[config.mk]
export PLATFORM = sky130hd
export DESIGN_NAME = cs_input_port
export DESIGN_NICKNAME = d
export VERILOG_FILES = /design/src/rtl/cs_input_port.sv
export SDC_FILE = /design/constraint.sdc
export NUM_CORES = 1
export LEC_CHECK = 0
export CAP_MARGIN = 25
export CORE_ASPECT_RATIO = 2
export CORE_MARGIN = 4
export CORE_UTILIZATION = 50
export DETAILED_ROUTE_END_ITERATION = 16
export GPL_ROUTABILITY_DRIVEN = 0
export PLACE_DENSITY = 0.74
export SKIP_LAST_GASP = 1
export SYNTH_ARGS = -nofsm -noshare
export SYNTH_HDL_FRONTEND = slang
export SYNTH_SLANG_ARGS = --single-unit
[constraint.sdc]
create_clock -name clk_i -period 3 [get_ports clk_i]
set_clock_uncertainty 0.2 [all_clocks]
set_input_delay 0.45 -clock clk_i [delete_from_list [all_inputs] [get_ports clk_i]]
set_output_delay 0.45 -clock clk_i [all_outputs]
set_load 0.02 [all_outputs]
[src/rtl/cs_input_port.sv]
// cs_input_port: router input port with a flit FIFO, XY route computation and
// a per-packet route-hold FSM feeding the crossbar demux.
//   clk_i, rst_n_i      clock, asynchronous active-low reset
//   data_i, valid_i     upstream flit and its valid
//   ready_o             FIFO has room (count < DEPTH)
//   data_o, sel_o       head flit and held output-port select (111 = none)
//   valid_o, ready_i    routed-flit handshake with the output port
//   err_o               one-cycle pulse when a stray body/tail flit is dropped
module cs_input_port #(
  parameter int unsigned DEPTH    = 4,
  parameter int unsigned ROUTER_X = 0,
  parameter int unsigned ROUTER_Y = 0
) (
  input  logic        clk_i,
  input  logic        rst_n_i,
  input  logic [15:0] data_i,
  input  logic        valid_i,
  output logic        ready_o,
  output logic [15:0] data_o,
  output logic [2:0]  sel_o,
  output logic        valid_o,
  input  logic        ready_i,
  output logic        err_o
);

  localparam int unsigned PW = $clog2(DEPTH);
  localparam int unsigned CW = $clog2(DEPTH + 1);
  localparam logic [1:0]  RX = 2'(ROUTER_X);
  localparam logic [1:0]  RY = 2'(ROUTER_Y);

  localparam logic [2:0] SEL_N    = 3'b000;
  localparam logic [2:0] SEL_S    = 3'b001;
  localparam logic [2:0] SEL_W    = 3'b010;
  localparam logic [2:0] SEL_E    = 3'b011;
  localparam logic [2:0] SEL_L    = 3'b100;
  localparam logic [2:0] SEL_NONE = 3'b111;

  typedef enum logic {IDLE, ACTIVE} state_t;

  logic [15:0]   mem [DEPTH];
  logic [PW-1:0] wr_ptr;
  logic [PW-1:0] rd_ptr;
  logic [CW-1:0] count;
  state_t        state;
  logic [2:0]    sel_q;
  logic          err_q;

  logic          empty;
  logic [15:0]   head;
  logic [1:0]    head_type;
  logic          head_is_end;
  logic          push;
  logic          pop;
  logic [2:0]    route;

  assign empty       = (count == '0);
  assign head        = mem[rd_ptr];
  assign head_type   = head[15:14];
  // single (00) and tail (11) both close a packet
  assign head_is_end = (head_type == 2'b00) || (head_type == 2'b11);

  assign ready_o = (count < CW'(DEPTH));
  assign push    = valid_i && ready_o;
  // IDLE pops only to discard a body/tail that arrived without a head
  assign pop     = !empty && (((state == ACTIVE) && ready_i) ||
                              ((state == IDLE) && head_type[1]));

  assign valid_o = (state == ACTIVE) && !empty;
  assign data_o  = valid_o ? head : 16'h0000;
  assign sel_o   = sel_q;
  assign err_o   = err_q;

  // Dimension-ordered XY route from the head flit's destination
  always_comb begin
    route = SEL_L;
    if (head[13:12] > RX)      route = SEL_E;
    else if (head[13:12] < RX) route = SEL_W;
    else if (head[11:10] < RY) route = SEL_N;
    else if (head[11:10] > RY) route = SEL_S;
  end

  // Flit storage; contents are don't-care while count is zero
  always_ff @(posedge clk_i) begin
    if (push) mem[wr_ptr] <= data_i;
  end

  // Pointers and occupancy
  always_ff @(posedge clk_i or negedge rst_n_i) begin
    if (!rst_n_i) begin
      wr_ptr <= '0;
      rd_ptr <= '0;
      count  <= '0;
    end else begin
      if (push) wr_ptr <= wr_ptr + PW'(1);
      if (pop)  rd_ptr <= rd_ptr + PW'(1);
      case ({push, pop})
        2'b10:   count <= count + CW'(1);
        2'b01:   count <= count - CW'(1);
        default: count <= count;
      endcase
    end
  end

  // Route-hold FSM with registered select and error pulse
  always_ff @(posedge clk_i or negedge rst_n_i) begin
    if (!rst_n_i) begin
      state <= IDLE;
      sel_q <= SEL_NONE;
      err_q <= 1'b0;
    end else begin
      err_q <= 1'b0;
      case (state)
        IDLE: begin
          if (!empty) begin
            if (!head_type[1]) begin
              sel_q <= route;
              state <= ACTIVE;
            end else begin
              err_q <= 1'b1;
            end
          end
        end
        ACTIVE: begin
          if (pop && head_is_end) begin
            sel_q <= SEL_NONE;
            state <= IDLE;
          end
        end
        default: begin
          state <= IDLE;
          sel_q <= SEL_NONE;
        end
      endcase
    end
  end

endmodule

==> results.rst, run 1 <==
.. list-table::
   :header-rows: 1

   * - Metric
     - Value
   * - Type of destination of the critical path
     - primary output
   * - Layout Nets
     - ~250
   * - Number of design-rule violations left by the first detailed-router iteration
     - 92
   * - Overall overflow remaining after global route
     - 0
   * - Class of the most critical setup path
     - reg2out
   * - H-tree levels
     - 3
   * - Antenna Diode Count
     - 0
   * - Antenna viol nets, final
     - 0
   * - Die outline area
     - about 7600 um^2
   * - Synth Register Bits
     - 76
   * - Setup TNS
     - 0 ps
   * - Number of rows in the core area
     - 40
   * - R2R depth
     - 10
   * - Yosys top cell by area
     - sky130_fd_sc_hd__edfxtp_1
   * - Final critical-path share of the clock period
     - 0.9670
   * - Final Routed Wirelength
     - a little under 6000 um
   * - Routed len/inst
     - about 19 um
   * - DRC Markers
     - 0
   * - Via density
     - approximately 5.3
   * - Relative slew margins
     - 0.6166
   * - Outcome
     - finished, final reports clean
   * - Ports
     - 42
   * - TritonCTS clock tree
     - yes
   * - # clock sinks
     - 76
   * - Horizontal extent of the die
     - between 60 and 70 um
   * - Maximum number of pins on one net before global-route repair
     - 21
   * - Yosys synthesis warning count
     - 0
   * - Buffer depth of the longest clock path
     - 2
   * - # Post-CTS Setup Buffers
     - 0
   * - RSZ-0062 raised after global routing
     - false
   * - Number of max-slew violations in the final report
     - 0
   * - Layout area overhead
     - 26.94%
   * - Worst setup SP type
     - register
   * - Pin slew with the least headroom to its limit
     - 573.4 ps
   * - Root buffer cell
     - sky130_fd_sc_hd__clkbuf_16
   * - Insertion delay to the later sink of the worst-skew pair
     - roughly 320 ps
   * - Buffers added on ports
     - a little over 40
   * - Vias in the first global route
     - 1900
   * - Power per cell area
     - roughly 1100 nW/um^2
   * - Sequential area share after synthesis
     - 0.7142
   * - Fraction of final layout cells with drive strength greater than 1
     - 0.1674
   * - First-pass GRT wire length
     - around 9600 um
   * - Clock Pin Slew Worst Setup and Hold Paths
     - roughly 60 ps
   * - Worst vdd ir
     - a little over 0.6 mV
   * - Required time worst endpoint
     - ~2400 ps
   * - Antenna violations before repair
     - 0
   * - Post-Route Utilization
     - 0.6533
   * - Combined global-route utilization of all metal layers
     - 0.1702
   * - Die boundary height
     - ~120 um
   * - Hold violation total from the final report
     - 0
   * - DRT Pass-1 Iters
     - 4
   * - DP Cell Count
     - 296
   * - Number of different library cells in the post-synthesis netlist
     - 30
   * - Routed via count
     - between 1500 and 2000
   * - Final critical-path required period
     - slightly below 3000 ps
   * - Worst hold path class
     - in2async
   * - Initial core utilization
     - 0.5147
   * - Cell count after synthesis
     - roughly 170
   * - Fmax
     - ~0.34 GHz
   * - Netlist area before placement
     - ~3100 um^2
   * - Std-Cell Core Area
     - 6056 um^2
   * - Fraction of post-synthesis cell area in the top cell type by area
     - 0.6166
   * - Arrival @ worst endpoint
     - about 2300 ps
   * - Leakage power total
     - around 1.5 nW
   * - Number of buffers added to fix hold violations after cts
     - 0
   * - # Max-Cap Violations
     - 0
   * - Total half-perimeter wirelength after legalization and detailed placement
     - roughly 4100 um
   * - TritonCTS Buffers
     - 9
   * - Crit-path max FO
     - 9
   * - Average size of a mapped cell
     - about 18 um^2
   * - Final Instance Count excl. Fillers
     - slightly above 300
   * - Dominant cells by area after synthesis
     - sky130_fd_sc_hd__edfxtp_1, sky130_fd_sc_hd__mux4_2, sky130_fd_sc_hd__dfrtp_1
   * - Gates resized, CTS repair
     - 0
   * - Net Count, Synth
     - between 150 and 200
   * - Finish-stage setup viols
     - 0
==> layer usage <==
metal  wire length (um)  part of all wire  track usage
met5                  0                 0            0
met4                118             0.020      0.07307
met3                202             0.035      0.04026
met2               3362              0.58       0.3078
met1               2106              0.36       0.1841
==> path summary, 6_finish.rpt <==
check | slack, ps | end | start
setup / recovery | 100 | data_o[14] | rd_ptr[1]
hold / removal | 290 | wr_ptr[0] | rst_n_i
setup reg to reg | 400 | count[2] | rd_ptr[0]
hold reg to reg | 290 | sel_o[2] | sel_o[2]
max in group asynchronous | 1920 | sel_o[2] | rst_n_i
min in group clk_i | 290 | sel_o[2] | sel_o[2]
==> cell usage in the layout (no fill, tap or decap), drive strengths merged <==
cell / netlist / final
xnor2: 3 / 3
mux2i: 2 / 2
nor3b: 2 / 2
bufinv: 0 / 1
o22a: 1 / 1
nor2b: 1 / 1
nand3: 2 / 2
and3: 17 / 17
buf: 2 / 9
clkdlybuf4s50: 0 / 41
fa: 1 / 1
edfxtp: 64 / 64
clkbuf: 7 / 9
nand2: 4 / 4
o31a: 2 / 2
and2: 5 / 5
nor3: 2 / 2
or3: 1 / 1
xor2: 3 / 3
o21ai: 2 / 2
clkinv: 0 / 5
nor2: 6 / 6
dfstp: 3 / 3
inv: 8 / 8
ha: 5 / 5
dfrtp: 9 / 9
mux4: 16 / 16
a21oi: 1 / 1
o31ai: 1 / 1
a32o: 1 / 1
==> kinds of logic after synthesis <==
| group | after synthesis | share of synthesized area |
|---|---|---|
| xor gates and xnor gates | 6 | 0.01686 |
| adders and majority gates | 6 | 0.02650 |
| and+or+nand+nor | 40 | 0.07226 |
| AOI/OAI and AO/OA | 8 | 0.01887 |
| buffers and inverters | 17 | 0.02328 |
| DFF | 76 | 0.7142 |
| muxes | 18 | 0.1281 |
==> synth_stat cells <==
cell type	instances
sky130_fd_sc_hd__edfxtp_1	64
sky130_fd_sc_hd__and3_1	17
sky130_fd_sc_hd__mux4_2	11
sky130_fd_sc_hd__dfrtp_1	9
sky130_fd_sc_hd__inv_1	8
sky130_fd_sc_hd__clkbuf_1	7
sky130_fd_sc_hd__nor2_1	6
sky130_fd_sc_hd__ha_1	5
sky130_fd_sc_hd__mux4_1	5
sky130_fd_sc_hd__and2_1	4
sky130_fd_sc_hd__nand2_1	4
sky130_fd_sc_hd__dfstp_2	3
sky130_fd_sc_hd__xnor2_1	3
sky130_fd_sc_hd__xor2_1	3
sky130_fd_sc_hd__mux2i_1	2
sky130_fd_sc_hd__nand3_1	2
sky130_fd_sc_hd__nor3_1	2
sky130_fd_sc_hd__nor3b_1	2
sky130_fd_sc_hd__o21ai_0	2
sky130_fd_sc_hd__o31a_1	2
sky130_fd_sc_hd__a21oi_1	1
sky130_fd_sc_hd__a32o_1	1
sky130_fd_sc_hd__and2_4	1
sky130_fd_sc_hd__buf_2	1
sky130_fd_sc_hd__buf_6	1
sky130_fd_sc_hd__fa_1	1
sky130_fd_sc_hd__nor2b_1	1
sky130_fd_sc_hd__o22a_1	1
sky130_fd_sc_hd__o31ai_1	1
sky130_fd_sc_hd__or3_1	1
==> final cells by class <==
cell class | instances | area (um^2)
Clock buffer | 9 | 225.2
Fill cell | 428 | 2100
Multi-Input combinational cell | 78 | 823.3
Tap cell | 84 | 105.1
Clock inverter | 6 | 56.30
Sequential cell | 76 | 2226
Inverter | 8 | 30.03
Timing Repair Buffer | 50 | 490.5
==> metrics by stage <==
step	setup WS, ps	area [um^2]	total power [W]	hold WS (ps)
final	98.98	3956	0.004221	291.5
after global routing	12.41	3956	0.004469	337.8
after CTS	51.51	3951	0.004278	297.6
after detailed placement	399.8	3670	0.003261	290.0
after global placement	458.0	3670	0.003178	295.4
after floorplan	625.9	3117	0.002566	-45.59
==> registers in the layout (all words and copies together) (netlist names) <==
register	cells
rd_ptr	2
wr_ptr	2
err_o	1
count	3
sel_o	3
mem	64
state	1
==> power by group <==
part	switching [W]	internal (W)
Combinational	0.000851	0.000870
Clock	0.000371	0.000630
Sequential	0.000124	0.00137
==> worst max-delay path: stages, from the launching register on <==
cell and delay (ps):
sky130_fd_sc_hd__dfrtp_1 570, sky130_fd_sc_hd__buf_4 260, sky130_fd_sc_hd__mux4_2 350, sky130_fd_sc_hd__and3_1 210
sky130_fd_sc_hd__clkdlybuf4s50_1 540
(Power assumes the default switching activity.)
==> run 2, diff against run 1 <==
--- a/config.mk
+++ b/config.mk
@@ -11,6 +11,8 @@
 export CORE_UTILIZATION = 50
 export DETAILED_ROUTE_END_ITERATION = 16
 export GPL_ROUTABILITY_DRIVEN = 0
+export HOLD_SLACK_MARGIN = 0.02
+export MAX_ROUTING_LAYER = met4
 export PLACE_DENSITY = 0.74
 export SKIP_LAST_GASP = 1
 export SYNTH_ARGS = -nofsm -noshare
==> results.rst, run 2 (synthesized netlist as in run 1, its figures left out) <==
.. list-table::
   :header-rows: 1

   * - Metric
     - Value
   * - Reported net switching power
     - 0.001346 W (about the same)
   * - Number of buffers added to fix hold violations after cts
     - 0 (unchanged)
   * - Antenna violations before repair
     - 0 (unchanged)
   * - Number of max-slew violations in the final report
     - 0 (unchanged)
   * - Largest reg by FF count
     - mem
   * - Clock network fraction of design power
     - 0.237 (about the same)
   * - Insertion delay to the later sink of the worst-skew pair
     - 330 ps (about the same)
   * - Setup slack of the worst register-to-register path
     - 400 ps (about the same)
   * - Finish-stage setup viols
     - 0 (unchanged)
   * - # clock sinks
     - 76 (unchanged)
   * - DRT Pass-1 Iters
     - 4 (unchanged)
   * - Pin slew with the least headroom to its limit
     - 572.7 ps (-0.6266 ps)
   * - Overall overflow remaining after global route
     - 0 (unchanged)
   * - Die boundary height
     - 119.7 um (unchanged)
   * - Outcome
     - finished, final reports clean
   * - Antenna Diode Count
     - 0 (unchanged)
   * - DRC Markers
     - 0 (unchanged)
   * - Gate power share
     - 0.408 (about the same)
   * - Routed len/inst
     - 18.59 um (-0.12%)
   * - H-tree levels
     - 3 (unchanged)
   * - Routed via count
     - 1660 (+0.42%)
   * - Crit-path max FO
     - 9 (unchanged)
   * - Power after layout
     - 0.004221 W (about the same)
   * - Maximum number of pins on one net before global-route repair
     - 21 (unchanged)
   * - Number of flip-flops under the largest register name
     - 64 (unchanged)
   * - # Max-Cap Violations
     - 0 (unchanged)
   * - Relative slew margins
     - 0.6170 (about the same)
   * - Final critical-path share of the clock period
     - 0.9675 (about the same)
   * - Worst setup SP type
     - register
   * - Vias in the first global route
     - 1901 (+0.053%)
   * - Layout Nets
     - 249 (unchanged)
   * - Total half-perimeter wirelength after legalization and detailed placement
     - 4060 um (unchanged)
   * - Die outline area
     - 7637 um^2 (unchanged)
   * - # fillers
     - 428 (unchanged)
   * - Leakage power total
     - 1.455 nW (unchanged)
   * - # Post-CTS Setup Buffers
     - 0 (unchanged)
   * - Fraction of final layout cells with drive strength greater than 1
     - 0.1674 (unchanged)
   * - Arrival @ worst endpoint
     - 2250 ps (about the same)
   * - Number of rows in the core area
     - 40 (unchanged)
   * - Sequential group share of total power
     - 0.355 (about the same)
   * - TritonCTS clock tree
     - yes
   * - First-pass GRT wire length
     - 9556 um (about the same)
   * - Horizontal extent of the die
     - 63.83 um (unchanged)
   * - Number of design-rule violations left by the first detailed-router iteration
     - 92 (unchanged)
   * - Setup TNS
     - 0 ps (unchanged)
   * - Antenna viol nets, final
     - 0 (unchanged)
   * - Std-Cell Core Area
     - 6056 um^2 (unchanged)
   * - Buffer depth of the longest clock path
     - 2 (unchanged)
   * - Switching share of total power
     - 0.3190 (about the same)
   * - Worst vdd ir
     - 0.6208 mV (-0.48%)
   * - Hold violation total from the final report
     - 0 (unchanged)
   * - Final Routed Wirelength
     - 5782 um (-0.12%)
   * - Layout area overhead
     - 26.94% (unchanged)
   * - Via density
     - 5.338 (+0.42%)
   * - Class of the most critical setup path
     - reg2out
   * - Final critical-path required period
     - 2903 ps (+1.490 ps)
   * - Ports
     - 42 (unchanged)
   * - Commonest cells after routing, fill and taps aside
     - sky130_fd_sc_hd__edfxtp_1, sky130_fd_sc_hd__clkdlybuf4s50_1, sky130_fd_sc_hd__and3_1, sky130_fd_sc_hd__mux4_2
   * - Gates resized, CTS repair
     - 0 (unchanged)
   * - RSZ-0062 raised after global routing
     - false
   * - Type of destination of the critical path
     - primary output
   * - Clock Pin Slew Worst Setup and Hold Paths
     - 60 ps (about the same)
   * - Combined global-route utilization of all metal layers
     - 0.1749 (+0.004747)
   * - TritonCTS Buffers
     - 9 (unchanged)
   * - Internal
     - 0.002875 W (about the same)
   * - Power per cell area
     - 1067 nW/um^2 (about the same)
   * - Root buffer cell
     - sky130_fd_sc_hd__clkbuf_16
   * - Worst hold path class
     - in2async
   * - Crit path setup slack, layout
     - 97.49 ps (-1.490 ps)
   * - Fmax
     - 0.3445 GHz (about the same)
   * - Initial core utilization
     - 0.5147 (unchanged)
   * - Required time worst endpoint
     - 2350 ps (about the same)
   * - Setup slack at placement
     - 399.8 ps (unchanged)
   * - Most common library cell in the layout ignoring fill and taps
     - sky130_fd_sc_hd__edfxtp_1
   * - Buffers added on ports
     - 41 (unchanged)
[run 2: per-stage QoR]
step | hold WS [ps] | utilization | instances | instance area, um^2
5_1_grt | 337.8 | 0.6533 | 311 | 3956
2_1_floorplan | -45.59 | - | 171 | 3117
6_report | 290.1 | 0.6533 | 311 | 3956
3_3_place_gp | 295.4 | 0.6060 | 296 | 3670
4_1_cts | 297.6 | 0.6525 | 311 | 3951
3_5_place_dp | 290.0 | 0.6060 | 296 | 3670
[run 2: layout make-up]
class	count	area, um^2	share of cell area
multi-input combinational	78	823.3	0.2081
timing repair buffer	50	490.5	0.1240
clock inverter	6	56.30	0.01423
tap	84	105.1	0.02657
inverter	8	30.03	0.007590
clock buffer	9	225.2	0.05693
sequential	76	2226	0.5626
[run 2: power by group through the flow]
stage                     clock, W  combinational (W)  sequential [W]
final                      0.00100            0.00172         0.00150
after global routing       0.00108            0.00187         0.00152
after floorplan                  0            0.00108         0.00148
after global placement           0            0.00168         0.00150
after CTS                  0.00103            0.00175         0.00150
after detailed placement         0            0.00174         0.00152
[run 2: metal layers]
metal,GRT usage,vias up,share of wire
met5,-,-,0
met4,0.07307,0,0.021
met3,0.03745,14,0.033
met2,0.3078,35,0.58
met1,0.1861,844,0.37
li1,-,767,-
[run 2: final timing paths]
check	depth (start not counted)	to	start
max in group asynchronous	1	sel_o[2]	rst_n_i
min in group clk_i	2	sel_o[2]	sel_o[2]
hold reg to reg	2	sel_o[2]	sel_o[2]
hold / removal	1	wr_ptr[0]	rst_n_i
setup reg to reg	10	count[2]	rd_ptr[0]
setup / recovery	4	data_o[14]	rd_ptr[1]
[run 2: worst max-delay path, cell delays in order (launching register included)]
cell	delay, ps
sky130_fd_sc_hd__dfrtp_1	570
sky130_fd_sc_hd__buf_4	260
sky130_fd_sc_hd__mux4_2	350
sky130_fd_sc_hd__and3_1	210
sky130_fd_sc_hd__clkdlybuf4s50_1	540
==> run 3, diff against run 2 <==
--- a/config.mk
+++ b/config.mk
@@ -7,14 +7,14 @@
 export LEC_CHECK = 0
 export CAP_MARGIN = 25
 export CORE_ASPECT_RATIO = 2
-export CORE_MARGIN = 4
+export CORE_MARGIN = 2
 export CORE_UTILIZATION = 50
 export DETAILED_ROUTE_END_ITERATION = 16
 export GPL_ROUTABILITY_DRIVEN = 0
-export HOLD_SLACK_MARGIN = 0.02
 export MAX_ROUTING_LAYER = met4
 export PLACE_DENSITY = 0.74
 export SKIP_LAST_GASP = 1
+export SLEW_MARGIN = 10
 export SYNTH_ARGS = -nofsm -noshare
 export SYNTH_HDL_FRONTEND = slang
 export SYNTH_SLANG_ARGS = --single-unit
==> results.rst, run 3 (synthesized netlist as in run 1, its figures left out) <==
.. list-table::
   :header-rows: 1

   * - Metric
     - Value
   * - Fraction of final layout cells with drive strength greater than 1
     - 0.1637 (-0.003684)
   * - Routed via count
     - 1662 (+0.12%)
   * - Vias in the first global route
     - 1805 (-5.0%)
   * - Arrival @ worst endpoint
     - 2240 ps (about the same)
   * - Relative slew margins
     - 0.6103 (-0.006653)
   * - Clock Pin Slew Worst Setup and Hold Paths
     - 50 ps (about the same)
   * - Number of design-rule violations left by the first detailed-router iteration
     - 102 (+11%)
   * - Finish-stage setup viols
     - 0 (unchanged)
   * - Crit-path max FO
     - 20 (+11)
   * - Worst hold path class
     - in2async
   * - Worst vdd ir
     - 0.5585 mV (-10%)
   * - Leakage power total
     - 1.448 nW (-0.50%)
   * - # fillers
     - 427 (-0.23%)
   * - Largest reg by FF count
     - mem
   * - Startpoint of the most critical setup path
     - count[0]
   * - Layout Nets
     - 249 (unchanged)
   * - Total half-perimeter wirelength after legalization and detailed placement
     - 3884 um (-4.3%)
   * - Most common library cell in the layout ignoring fill and taps
     - sky130_fd_sc_hd__edfxtp_1
   * - Die outline area
     - 6919 um^2 (-9.4%)
   * - Setup TNS
     - 0 ps (unchanged)
   * - Via density
     - 5.751 (+7.7%)
   * - TritonCTS Buffers
     - 9 (unchanged)
   * - Die boundary height
     - 115.7 um (-3.3%)
   * - H-tree levels
     - 3 (unchanged)
   * - DRT Pass-1 Iters
     - 4 (unchanged)
   * - Number of buffers added to fix hold violations after cts
     - 0 (unchanged)
   * - Antenna viol nets, final
     - 0 (unchanged)
   * - Maximum number of pins on one net before global-route repair
     - 21 (unchanged)
   * - Horizontal extent of the die
     - 59.83 um (-6.3%)
   * - Commonest cells after routing, fill and taps aside
     - sky130_fd_sc_hd__edfxtp_1, sky130_fd_sc_hd__clkdlybuf4s50_1, sky130_fd_sc_hd__and3_1, sky130_fd_sc_hd__mux4_2, sky130_fd_sc_hd__clkbuf_16
   * - # Max-Cap Violations
     - 0 (unchanged)
   * - Insertion delay to the later sink of the worst-skew pair
     - 330 ps (about the same)
   * - Initial core utilization
     - 0.5190 (+0.004289)
   * - Worst hold margin
     - 290.3 ps (+0.2350 ps)
   * - Layout area overhead
     - 25.69%
   * - Combined global-route utilization of all metal layers
     - 0.1943 (+0.01932)
   * - Routed len/inst
     - 19.85 um (+6.8%)
   * - Worst setup SP type
     - register
   * - Final critical-path share of the clock period
     - 0.9647 (-0.002820)
   * - Required time worst endpoint
     - 2350 ps (about the same)
   * - Buffers added on ports
     - 41 (unchanged)
   * - Sequential cell area
     - 2227 um^2 (about the same)
   * - Number of max-slew violations in the final report
     - 0 (unchanged)
   * - Overall overflow remaining after global route
     - 0 (unchanged)
   * - Pin slew with the least headroom to its limit
     - 584.5 ps (+11.77 ps)
   * - Antenna violations before repair
     - 0 (unchanged)
   * - Number of rows in the core area
     - 40 (unchanged)
   * - Hold violation total from the final report
     - 0 (unchanged)
   * - Std-Cell Core Area
     - 6006 um^2 (-0.83%)
   * - DRC Markers
     - 0 (unchanged)
   * - Final critical-path required period
     - 2894 ps (-8.461 ps)
   * - Antenna Diode Count
     - 0 (unchanged)
   * - Power per cell area
     - 1074 nW/um^2 (+0.69%)
   * - Fmax
     - 0.3455 GHz (+0.29%)
   * - # clock sinks
     - 76 (unchanged)
   * - RSZ-0062 raised after global routing
     - false
   * - Class of the most critical setup path
     - reg2out
   * - TritonCTS clock tree
     - yes
   * - Type of destination of the critical path
     - primary output
   * - Root buffer cell
     - sky130_fd_sc_hd__clkbuf_16
   * - Buffer depth of the longest clock path
     - 2 (unchanged)
   * - Ports
     - 42 (unchanged)
   * - Launching point of the worst reg2reg path
     - rd_ptr[0]
   * - First-pass GRT wire length
     - 9045 um (-5.3%)
   * - Final Routed Wirelength
     - 5737 um (-0.78%)
   * - Outcome
     - finished, final reports clean
   * - Number of flip-flops under the largest register name
     - 64 (unchanged)
   * - Footprint of the multi-input gates
     - 818.3 um^2 (-0.61%)
run 3: timing repair:
item	CTS	global route
endpoints found under the hold margin	0	0
gates resized for setup	0	1
endpoints found under the setup margin	0	2
setup buffers	0	0
run 3: critical path, stage by stage, from the launching register on:
cell                              delay (ps)
sky130_fd_sc_hd__dfrtp_1                 410
sky130_fd_sc_hd__or3_1                   650
sky130_fd_sc_hd__and3_1                  310
sky130_fd_sc_hd__clkdlybuf4s50_1         540
run 3: power breakdown:
group	leakage, nW	internal [W]	switching, W
clock	0.135	0.000631	0.000368
combinational	0.594	0.000867	0.000847
sequential	0.718	0.00138	0.000120
total	1.45	0.00287	0.00133
run 3: layout make-up:
class                      instances  share of cell area
sequential                        76              0.5685
tap                               63             0.02012
clock buffer                      11             0.05941
clock inverter                     3             0.01022
inverter                           8            0.007665
timing repair buffer              50              0.1252
multi-input combinational         78              0.2089
run 3: worst paths after layout:
check	slack [ps]	cells after the start	endpoint
max	110	3	data_o[1]
min	290	1	wr_ptr[0]
max reg2reg	420	10	count[2]
min reg2reg	310	2	sel_o[2]
max in group asynchronous	1900	1	rd_ptr[1]
min in group clk_i	310	2	sel_o[2]
run 3: per-stage QoR:
step | power (W) | utilization | worst slack, ps | std cells | instance area (um^2)
2_1_floorplan | 0.002566 | - | 625.9 | 171 | 3117
3_3_place_gp | 0.003168 | 0.6067 | 450.9 | 275 | 3643
3_5_place_dp | 0.003243 | 0.6067 | 424.6 | 275 | 3643
4_1_cts | 0.004265 | 0.6521 | 74.25 | 289 | 3916
5_1_grt | 0.004438 | 0.6523 | 32.62 | 289 | 3918
6_report | 0.004208 | 0.6523 | 105.9 | 289 | 3918
run 3: metal layers:
layer / vias to the layer above / track usage / wire, um
met1: 839 / 0.2182 / 2136
met5: - / - / 0
met2: 44 / 0.3167 / 3272
met4: 0 / 0.09037 / 130
li1: 768 / - / -
met3: 11 / 0.05022 / 197
